`src/rtl/dbg_loader.sv`:
```
// dbg_loader: UART byte-stream debug loader that writes words onto the memory bus.
// Optional macro DBG_LOADER_ECHO_EN: ACK echoes 0x06 on tx until accepted.
module dbg_loader #(
  parameter int unsigned WR_CYCLES   = 2,
  parameter int unsigned TIMEOUT_CYC = 1000000
) (
  input  logic        clk,
  input  logic        n_reset,
  input  logic [7:0]  rx_data,
  input  logic        rx_valid,
  output logic [7:0]  tx_data,
  output logic        tx_valid,
  input  logic        tx_ready,
  output logic        cpu_n_reset,
  output logic        dbg_mem_op,
  output logic [3:0]  dbg_wren,
  output logic [31:0] dbg_adr,
  output logic [31:0] dbg_do,
  output logic        busy
);

  localparam int unsigned TW = $clog2(TIMEOUT_CYC + 1);
  localparam int unsigned WW = (WR_CYCLES > 1) ? $clog2(WR_CYCLES) : 1;
  localparam logic [TW-1:0] TMO_LAST = TW'(TIMEOUT_CYC - 1);
  localparam logic [WW-1:0] WR_LAST  = WW'(WR_CYCLES - 1);

  typedef enum logic [2:0] {
    S_IDLE,
    S_ADDR,
    S_DATA,
    S_WRITE,
    S_ACK
  } state_e;

  state_e        state_q, state_d;
  logic [1:0]    bcnt_q, bcnt_d;
  logic [TW-1:0] tmo_q, tmo_d;
  logic [WW-1:0] wcnt_q, wcnt_d;
  logic [31:0]   adr_q, adr_d;
  logic [31:0]   dat_q, dat_d;
  logic [31:0]   oadr_q, oadr_d;
  logic [31:0]   odo_q, odo_d;
  logic          cpu_q, cpu_d;
  logic          ack_done;

`ifdef DBG_LOADER_ECHO_EN
  assign ack_done = tx_ready;
  assign tx_valid = (state_q == S_ACK);
  assign tx_data  = tx_valid ? 8'h06 : 8'h00;
`else
  logic unused_tx_ready;
  assign unused_tx_ready = tx_ready;
  assign ack_done = 1'b1;
  assign tx_valid = 1'b0;
  assign tx_data  = 8'h00;
`endif

  always_comb begin
    state_d = state_q;
    bcnt_d  = bcnt_q;
    tmo_d   = tmo_q;
    wcnt_d  = wcnt_q;
    adr_d   = adr_q;
    dat_d   = dat_q;
    oadr_d  = oadr_q;
    odo_d   = odo_q;
    cpu_d   = cpu_q;
    unique case (state_q)
      S_IDLE: begin
        if (rx_valid) begin
          unique case (1'b1)
            (rx_data == 8'hA5): begin
              state_d = S_ADDR;
              bcnt_d  = '0;
              tmo_d   = '0;
              cpu_d   = 1'b0;
            end
            (rx_data == 8'h5A): begin
              state_d = S_ACK;
              cpu_d   = 1'b1;
            end
            (rx_data == 8'hC3): begin
              state_d = S_ACK;
              cpu_d   = 1'b0;
            end
            default: ;
          endcase
        end
      end
      S_ADDR, S_DATA: begin
        if (rx_valid) begin
          // bytes shift in from the top: first byte lands in [7:0]
          tmo_d  = '0;
          bcnt_d = bcnt_q + 2'd1;
          if (state_q == S_ADDR) begin
            adr_d = {rx_data, adr_q[31:8]};
            if (bcnt_q == 2'd3) state_d = S_DATA;
          end else begin
            dat_d = {rx_data, dat_q[31:8]};
            if (bcnt_q == 2'd3) begin
              state_d = S_WRITE;
              wcnt_d  = '0;
              oadr_d  = adr_q;
              odo_d   = {rx_data, dat_q[31:8]};
            end
          end
        end else if (tmo_q == TMO_LAST) begin
          state_d = S_IDLE;
          tmo_d   = '0;
        end else begin
          tmo_d = tmo_q + 1'b1;
        end
      end
      S_WRITE: begin
        if (wcnt_q == WR_LAST) begin
          state_d = S_ACK;
          wcnt_d  = '0;
        end else begin
          wcnt_d = wcnt_q + 1'b1;
        end
      end
      S_ACK: begin
        if (ack_done) state_d = S_IDLE;
      end
      default: state_d = S_IDLE;
    endcase
  end

  always_ff @(posedge clk or negedge n_reset) begin
    if (!n_reset) begin
      state_q <= S_IDLE;
      bcnt_q  <= '0;
      tmo_q   <= '0;
      wcnt_q  <= '0;
      adr_q   <= '0;
      dat_q   <= '0;
      oadr_q  <= '0;
      odo_q   <= '0;
      cpu_q   <= 1'b1;
    end else begin
      state_q <= state_d;
      bcnt_q  <= bcnt_d;
      tmo_q   <= tmo_d;
      wcnt_q  <= wcnt_d;
      adr_q   <= adr_d;
      dat_q   <= dat_d;
      oadr_q  <= oadr_d;
      odo_q   <= odo_d;
      cpu_q   <= cpu_d;
    end
  end

  assign dbg_mem_op  = (state_q == S_WRITE);
  assign dbg_wren    = {4{dbg_mem_op}};
  assign dbg_adr     = oadr_q;
  assign dbg_do      = odo_q;
  assign busy        = (state_q != S_IDLE);
  assign cpu_n_reset = cpu_q;

endmodule

```
`config.mk`:
```
export PLATFORM = sky130hd
export DESIGN_NAME = dbg_loader
export DESIGN_NICKNAME = d
export VERILOG_FILES = /design/src/rtl/dbg_loader.sv
export SDC_FILE = /design/constraint.sdc
export NUM_CORES = 1
export LEC_CHECK = 0
export CORE_UTILIZATION = 49
export DETAILED_ROUTE_END_ITERATION = 6
export GPL_TIMING_DRIVEN = 1
export PLACE_DENSITY_LB_ADDON = 0.1
export SYNTH_ARGS = -nofsm -noshare
export SYNTH_HDL_FRONTEND = slang
export SYNTH_SLANG_ARGS = --single-unit
```
`constraint.sdc`:
```
create_clock -name clk -period 1.86 [get_ports clk]
set_clock_uncertainty 0.1 [all_clocks]
set_input_delay 0.186 -clock clk [delete_from_list [all_inputs] [get_ports clk]]
set_output_delay 0.186 -clock clk [all_outputs]
set_load 0.05 [all_outputs]
```
==> results of run 1 <==
[worst max-delay path, delay by kind of cell (launching register included)]
kind                   cells  cell delay (ns)
buffers and inverters      3             0.43
and+or+nand+nor            1             0.40
AOI/OAI and AO/OA          3             0.45
DFF                        1             0.42
[power by group]
group | internal (mW) | switching [mW] | total (mW)
clock network | 2.14 | 1.31 | 3.45
logic | 3.04 | 4.29 | 7.33
registers | 4.54 | 0.863 | 5.40
total | 9.71 | 6.47 | 16.2
[Yosys cell counts, types with 2 or more instances]
master,instances,area share (%)
dfrtp_1,146,59
mux2_2,117,21
nand2_1,20,1.2
a31oi_1,17,1.7
buf_4,17,2.1
a21oi_1,13,1.0
buf_2,12,0.97
nand3_1,11,0.89
nor2_1,7,0.42
o21ai_0,7,0.56
nand2b_1,6,0.61
a41oi_1,5,0.71
and3_1,5,0.50
clkbuf_1,5,0.30
inv_1,5,0.30
mux2_1,5,0.91
nor3b_1,4,0.48
and2_1,3,0.30
mux2i_1,3,0.48
nand4_1,3,0.30
nor2b_1,3,0.30
nor3_1,3,0.24
a22oi_1,2,0.24
and4bb_2,2,0.40
ha_1,2,0.40
nor4_2,2,0.40
nor4b_1,2,0.28
[registers in the layout, indices dropped and copies added (netlist names)]
register and cells:
adr_q 32, bcnt_q 2, state_q 3, dbg_adr 32
tmo_q 20, wcnt_q 1, cpu_n_reset 1, dat_q 24
dbg_do 32
[per-stage QoR]
step           setup WS [ns]  setup TNS, ns  std cells  area [µm²]  power, mW
2_1_floorplan         0.0108              0        459        6230       10.2
3_3_place_gp          -0.340         -11.67        733        7660       12.5
3_5_place_dp          -0.359         -12.54        733        7660       12.7
4_1_cts             -0.00162       -0.00162        769        8280       16.0
5_1_grt              -0.0923         -0.992        779        8450       17.0
6_report             -0.0121        -0.0145        779        8450       16.2
[repair_timing]
action                                 CTS  global route
hold buffers                             1             0
gates resized for setup                 66            29
pin swaps                                5             5
setup endpoints to repair               64            60
endpoints found under the hold margin  146             0
buffers inserted                         3            10
[worst max-delay path by stage]
stage	start	end	slack [ns]	depth (start not counted)
finish	state_q[2]	tmo_q[19]	-0.01	7
global route	tmo_q[11]	state_q[1]	-0.09	6
CTS	tmo_q[8]	state_q[1]	-0.002	6
detailed placement	rx_data[4]	tmo_q[0]	-0.36	6
global placement	rx_data[4]	tmo_q[0]	-0.34	6
floorplan	tmo_q[0]	state_q[1]	0.01	6
[cell families after synthesis]
| kind of cell | after synthesis |
|---|---|
| compound gates | 56 |
| xor+xnor | 1 |
| fa+ha+maj | 2 |
| buf+inv | 40 |
| flops | 147 |
| mux | 125 |
| other cells | 1 |
| simple gates | 79 |
[final cells by class]
cell class	count	area [µm²]
Inverter	5	22.5
Timing Repair Buffer	155	1540
Clock buffer	18	439
Fill cell	877	3710
Sequential cell	147	3680
Tap cell	168	210
Clock inverter	14	159
Multi-Input combinational cell	272	2400
[per-layer routing]
metal	vias to the layer above	share of wire, %	GRT usage [%]
li1	1924	-	-
met1	2117	45	28.7
met2	88	50	34.6
met3	17	3.8	5.93
met4	0	1.2	8.05
met5	-	0	0
==> qor.csv, run 1 <==
stage,metric,value,unit
clocking,tritoncts,yes,
routing,post-route-drc-count,0,
worst_setup_path,cp.arrival,2.11,ns
power,cellLeakagePower,4.12,nW
floorplan,fp.dieW,115,µm
worst_setup_path,r2r-start,state_q[2],
routing,via_per_inst,5.32,
sta,clock.fmax,0.534,GHz
yosys,syn_inst,451,
layout,area_delta_synth_final,36.2,%
clocking,cts_sinks,147,
worst_setup_path,crit_required,2.09,ns
place,place_hpwl,8.63,mm
floorplan,dieArea,13100,µm²
sta,fin_ws,-0.0121,ns
layout,final_util,69.5,%
yosys,yosys_register_bits,147,
layout,layout_common_cells,"dfrtp_1 (144), mux2_2 (117), buf_4 (58), dlygate4sd2_1 (55), nand2_1 (19)",
worst_setup_path,slowest_delay,0.42,ns
routing,drt_wl_total,13.2,mm
routing,ant_nets,0,
place,gp_congestion,0.797,
layout,antenna_cells,0,
floorplan,core,12200,µm²
yosys,synthMuxAreaShare,22.6,%
worst_setup_path,crit_path_start_kind,flop,
yosys,syn_avg_cell_area,13.8,µm²
yosys,synth.cell_area,6200,µm²
status,violations,setup timing,
global_routing,grt_usage,21.8,%
power,vdd_drop_max,1.20,mV
routing,drtIter0Drc,165,
yosys,ys_seq_area_share,59.3,%
sta,rsz0062_at_grt,yes,
flow_run,maxCapViolCount,0,
clocking,cts.path.max_buffers,2,
layout,drive_gt1_share,41.9,%
sta,period_share,101,%
clocking,cts_made_buffers,17,
sta,maxSlewViolCount,0,
layout,nNetsFinal,612,
yosys,yosysWarnings,0,
sta,worstMarginPinSlew,0.529,ns
yosys,synth_ff_type,dfrtp_1,
routing,drt_pass1_iterations,4,
worst_setup_path,worstSetupEndpointType,flop,
yosys,synth_cell_types,51,
floorplan,initial_utilization,51.0,%
global_routing,grt_max_degree,47,
worst_setup_path,slowest_stage,dfrtp_1,
sta,hold_ws,0.112,ns
clocking,ctsRootBufferMaster,clkbuf_16,
yosys,synth_top_family_by_area,multiplexers,
worst_setup_path,path_cells,buf_4 > or3_4 > a21oi_4 > buf_6 > buf_12 > a41oi_1 > a31oi_1,
global_routing,grt_pass1_vias,4205,
global_routing,grt_pass1_wl,21.6,mm
sta,period_minus_slack,1.87,ns
worst_setup_path,reg2reg_to,tmo_q[19],
yosys,yosys.area_share.adder,0.403,%
sta,finalSetupViolCount,2,
routing,num_vias,4146,
worst_setup_path,cp_max_fo,18,
clocking,cts_htree_levels,4,
yosys,synthArstFlopShare,100,%
routing,wl_per_cell,16.9,µm
yosys,synth_simple_gate_area_share,7.64,%
power,power_density,1920,nW/µm²
global_routing,grt.overflow.total,0,
layout,final_common_cell,dfrtp_1,
global_routing,grt_antenna_before_repair,0,
status,status,finished with violations,
floorplan,placementRows,40,
floorplan,fp.dieH,115,µm
yosys,synth-edff-count,0,
worst_setup_path,r2r_cells,7,
yosys,yosys.area_share.xor_xnor,0.141,%
floorplan,io_pins,92,
clocking,clk_pin_slew_worst_paths,0.06,ns
place,io_buffers,81,
yosys,synth-compound-area-share,5.99,%
worst_setup_path,r2r_setup_slack,-0.01,ns
sta,slew_headroom,64.9,%
worst_setup_path,path_class,flop to flop,
sta,hold_viol,0,
worst_hold_path,hold_class,primary input to async pin,
clocking,clk_latency,0.42,ns
No activity file was read; power rests on OpenSTA's default activity.
==> run 2, diff against run 1 <==
Settings changed: CORE_ASPECT_RATIO from default to 1.5, CTS_CLUSTER_SIZE from default to 28, RECOVER_POWER from default to 25.
==> run 2 against run 1 <==
The run still ends with setup timing left. Die area is essentially flat. Wire length shrank 1.1%. Hold slack gained 0.27 ns. Fmax shrank 3.1%. Via count grew 0.36%. Core utilization shrank 2.5 points. Clock power shrank 6.1%. Combinational power shrank 0.8%. First-iteration DRC count shrank 20%. Sequential power shrank 1%. Cell count shrank 3.0%.
==> qor.csv, run 2 (same netlist as run 1, synthesis figures left out) <==
stage,metric,value,unit
place,gp_congestion,0.789,
routing,drt_wl_total,13.0,mm
global_routing,grt_pass1_wl,21.7,mm
worst_setup_path,path_class,flop to output pin,
sta,finalSetupViolCount,23,
floorplan,initial_utilization,50.1,%
worst_hold_path,hold_class,flop to flop,
global_routing,grt_usage,21.4,%
sta,clock.fmax,0.518,GHz
sta,fin_ws,-0.0718,ns
floorplan,fp.dieW,93.9,µm
clocking,clk_latency,0.42,ns
floorplan,io_pins,92,
clocking,cts_sinks,147,
global_routing,grt.overflow.total,0,
worst_setup_path,cp.arrival,1.65,ns
layout,area_delta_synth_final,33.7,%
power,power_density,1910,nW/µm²
place,io_buffers,81,
status,violations,setup timing,
sta,period_minus_slack,1.93,ns
power,cellLeakagePower,4.03,nW
routing,via_per_inst,5.50,
power,netSwitchingPower,6.46,mW
floorplan,dieArea,13100,µm²
layout,antenna_cells,0,
worst_setup_path,crit_path_start_kind,flop,
floorplan,core,12400,µm²
floorplan,placementRows,50,
worst_setup_path,slowest_stage,dfrtp_1,
layout,nNetsFinal,602,
worst_setup_path,crit_required,1.57,ns
power,clkPwrFrac,20.4,%
sta,rsz0062_at_grt,yes,
worst_setup_path,cp_max_fo,6,
sta,period_share,104,%
sta,worstMarginPinSlew,1.26,ns
global_routing,grt_max_degree,51,
layout,drive_gt1_share,42.7,%
routing,drtIter0Drc,132,
global_routing,grt_pass1_vias,4405,
clocking,ctsRootBufferMaster,clkbuf_16,
power,p_seq_share,33.7,%
power,switching_share,40.8,%
layout,final_util,67.0,%
sta,slew_headroom,16.1,%
layout,final_common_cell,dfrtp_1,
power,finalPower,15.9,mW
routing,wl_per_cell,17.3,µm
layout,layout_common_cells,"dfrtp_1 (145), mux2_2 (117), buf_4 (58), dlygate4sd2_1 (47)",
clocking,cts_htree_levels,4,
power,combPwrFrac,45.9,%
status,status,finished with violations,
routing,num_vias,4161,
sta,maxSlewViolCount,0,
global_routing,grt_antenna_before_repair,0,
flow_run,maxCapViolCount,0,
power,p_int,9.39,mW
clocking,cts.path.max_buffers,2,
routing,post-route-drc-count,0,
place,post-place-ws,-0.380,ns
place,place_hpwl,8.59,mm
routing,ant_nets,0,
power,vdd_drop_max,1.09,mV
worst_setup_path,path_cells,buf_4 > nor2b_4 > nand2_4 > clkinvlp_4 > buf_12,
clocking,cts_made_buffers,17,
worst_setup_path,worstSetupEndpointType,output pin,
sta,finalSetupTns,-0.902,ns
routing,drt_pass1_iterations,4,
clocking,clk_pin_slew_worst_paths,0.06,ns
floorplan,fp.dieH,140,µm
sta,hold_viol,0,
worst_setup_path,slowest_delay,0.40,ns
clocking,tritoncts,yes,
## run 2: cell types whose count changed in the layout (fill, tap and decap cells not counted), moves of 2 or more
cell and change:
a21oi_1 -4, clkinv_2 -5, buf_12 -8, dlygate4sd2_1 -8
bufinv_16 -2, dlymetal6s2s_1 +3, a21oi_2 +4, clkinv_4 +3
clkbuf_16 +2, inv_6 +2
## run 2: final cells by class
type | instances | area, µm²
inverter | 5 | 22.5
clock buffer | 18 | 439
sequential | 147 | 3680
clock inverter | 13 | 125
timing repair buffer | 145 | 1390
tap | 156 | 195
multi-input combinational | 272 | 2440
fill | 942 | 4090
## run 2: power groups by stage
stage               Combinational [mW]  Sequential (mW)  Clock, mW
floorplan                         2.85             7.31          0
global placement                  7.05             5.36          0
detailed placement                7.20             5.42          0
CTS                               7.05             5.36       3.31
global route                      7.69             5.55       3.44
finish                            7.27             5.34       3.24
## run 2: worst max-delay path: cells and delay by family, from the launching register on
family,cells,cell delay (ns)
buffers and inverters,3,0.62
and+or+nand+nor,2,0.20
DFF,1,0.40
## run 2: layer usage
metal  vias to the layer above  part of all wire, %  track usage (%)
li1                       1894                    -                -
met4                         0                  2.6             9.15
met2                        97                   53             36.1
met3                        19                  4.5             5.46
met5                         -                    0                0
met1                      2151                   40             25.6
## run 2: final timing paths
check	from	endpoint	slack [ns]	cells after the start
max	state_q[1]	dbg_wren[0]	-0.07	5
min	dbg_adr[8]	dbg_adr[8]	0.39	1
max reg2reg	state_q[1]	state_q[0]	-0.06	7
min reg2reg	dbg_adr[8]	dbg_adr[8]	0.39	1
max in group asynchronous	n_reset	dbg_adr[22]	0.20	3
min in group asynchronous	n_reset	dbg_adr[0]	0.50	2
## run 2: metrics by stage
stage / instances / instance area, µm² / hold slack (ns)
finish: 756 / 8300 / 0.386
global route: 756 / 8300 / 0.404
CTS: 751 / 8130 / 0.215
detailed placement: 715 / 7520 / 0.0596
global placement: 715 / 7520 / 0.0569
floorplan: 459 / 6230 / -0.210
## run 2: repair_timing
item / 4_1_cts / 5_1_grt
endpoints found under the setup margin: 57 / 36
pin swaps: 4 / 12
cloned: 0 / 2
buffers inserted: 5 / 4
hold buffers: 1 / 0
hold endpoints to repair: 46 / 0
gates resized for setup: 62 / 28
==> run 3, diff against run 2 <==
Settings changed: GPL_TIMING_DRIVEN 1 to 0.
==> run 3 against run 2 <==
The flow still finishes with violations (setup timing). Clock power about the same. Non-clock buffer count is 3 lower. Final area is 0.23% higher. Sequential share of layout area decreased by 0.085 points. Hold slack lost 0.24 ns. Wire length up 2.4%. First-iteration DRC count grew 36%.
==> qor.csv, run 3 (same netlist as run 1, synthesis figures left out) <==
stage,metric,value,unit
layout,antenna_cells,0,
routing,drt_pass1_iterations,5,
global_routing,grt.met1_usage,26.1,%
power,switching_share,41.3,%
layout,post-route-cell-area,8320,µm²
clocking,tritoncts,yes,
worst_setup_path,crit_path_start_kind,flop,
floorplan,io_pins,92,
worst_setup_path,slowest_delay,0.45,ns
clocking,cts_htree_levels,4,
global_routing,grt_antenna_before_repair,0,
worst_setup_path,cp_max_fo,6,
routing,drt_wl_total,13.4,mm
layout,final_common_cell,dfrtp_1,
place,gp_congestion,0.807,
clocking,cts_sinks,147,
layout,layout_common_cells,"dfrtp_1 (144), mux2_2 (117), dlygate4sd2_1 (54), buf_4 (41), nand2_1 (18)",
worst_setup_path,cp.arrival,2.13,ns
place,post-place-ws,-0.527,ns
clocking,clk_latency,0.41,ns
global_routing,grt.overflow.total,0,
floorplan,placementRows,50,
sta,clock.fmax,0.518,GHz
status,violations,setup timing,
power,clkPwrFrac,20.6,%
power,cellLeakagePower,4.08,nW
worst_hold_path,hold_class,primary input to flop,
place,place_hpwl,8.66,mm
power,vdd_drop_max,1.22,mV
clocking,cts.path.max_buffers,2,
worst_setup_path,path_cells,nor4b_1 > and4_2 > a21oi_2 > nand3b_4 > a221o_1,
worst_setup_path,slowest_stage,dfrtp_1,
global_routing,grt_pass1_wl,21.8,mm
global_routing,busiest_layer,met2,
floorplan,dieArea,13100,µm²
routing,num_vias,4084,
status,status,finished with violations,
power,combPwrFrac,45.8,%
sta,period_minus_slack,1.93,ns
sta,finalSetupTns,-0.491,ns
sta,period_share,104,%
global_routing,use_met3,5.96,%
sta,rsz0062_at_grt,yes,
routing,ant_nets,0,
place,place_inst,696,
routing,via_per_inst,5.40,
layout,nNetsFinal,601,
layout,drive_gt1_share,42.0,%
sta,hold_viol,0,
worst_setup_path,crit_required,2.06,ns
power,netSwitchingPower,6.57,mW
sta,maxSlewViolCount,0,
floorplan,core,12400,µm²
routing,post-route-drc-count,0,
floorplan,fp.dieH,140,µm
global_routing,grt_max_degree,105,
clocking,clk_pin_slew_worst_paths,0.06,ns
floorplan,initial_utilization,50.1,%
sta,fin_ws,-0.0703,ns
layout,area_delta_synth_final,34.0,%
worst_setup_path,worstSetupEndpointType,flop,
clocking,cts_made_buffers,17,
global_routing,grt_usage,21.9,%
place,io_buffers,80,
global_routing,grt_pass1_vias,4279,
sta,finalSetupViolCount,17,
sta,worstMarginPinSlew,0.805,ns
power,power_density,1910,nW/µm²
routing,drtIter0Drc,179,
flow_run,maxCapViolCount,0,
global_routing,use_met2,37.4,%
floorplan,fp.dieW,93.9,µm
layout,instances_no_fill,756,
place,place_area,7260,µm²
sta,slew_headroom,46.3,%
routing,wl_per_cell,17.7,µm
power,p_seq_share,33.7,%
power,p_int,9.34,mW
worst_setup_path,path_class,flop to flop,
clocking,ctsRootBufferMaster,clkbuf_16,
[run 3: changes by cell type in the layout (fill, tap and decap cells not counted), sizes merged]
| cell | delta |
|---|---|
| dlymetal6s2s | +3 |
| a21oi | +1 |
| clkdlybuf4s50 | -3 |
| clkinv | -2 |
| clkbuf | -1 |
| inv | +3 |
| nand2 | +1 |
| buf | -9 |
| dlygate4sd2 | +7 |
[run 3: stage by stage]
step	util, %	hold WS (ns)	power, mW
floorplan	-	-0.210	10.2
global placement	58.4	0.359	12.2
detailed placement	58.6	0.0437	12.4
CTS	65.1	0.175	15.8
global route	67.1	0.157	16.7
finish	67.1	0.142	15.9
[run 3: routing by layer]
metal	share of wire [%]	wire, µm
met3	5.3	705
met4	1.2	160
met1	40	5320
met5	0	0
met2	54	7170
[run 3: worst max-delay path, delay by kind of cell, from the launching register on]
kind	cells	cell delay (ns)
flops	1	0.45
compound gates	2	0.46
simple gates	3	0.81
[run 3: final timing paths]
path | from | to | slack, ns | depth (start not counted)
worst max-delay path | tmo_q[10] | state_q[1] | -0.07 | 5
worst min-delay path | rx_data[4] | dat_q[28] | 0.14 | 2
worst max register to register | tmo_q[10] | state_q[1] | -0.07 | 5
worst min register to register | tmo_q[18] | tmo_q[18] | 0.37 | 1
max in group asynchronous | n_reset | dbg_do[17] | 0.32 | 3
min in group asynchronous | n_reset | tmo_q[16] | 0.16 | 2
[run 3: what timing repair did]
action / in CTS / in global routing
hold endpoints to repair: 43 / 0
cloned: 3 / 2
resized for setup: 140 / 47
hold buffers: 1 / 0
setup endpoints to repair: 188 / 140
buffers inserted: 11 / 13
pin swaps: 4 / 11
[run 3: cell type report]
type / instances / area, µm²
Clock buffer: 18 / 429
Tap cell: 156 / 195
Sequential cell: 147 / 3680
Fill cell: 939 / 4070
Buffer: 33 / 350
Inverter: 5 / 25.0
Timing Repair Buffer: 109 / 1010
Multi-Input combinational cell: 274 / 2480
Clock inverter: 14 / 143
[run 3: power groups by stage]
stage	logic [mW]	clock network, mW	registers [mW]
floorplan	2.85	0	7.31
global placement	6.82	0	5.36
detailed placement	6.96	0	5.42
CTS	7.07	3.36	5.38
global route	7.70	3.49	5.54
finish	7.28	3.27	5.35
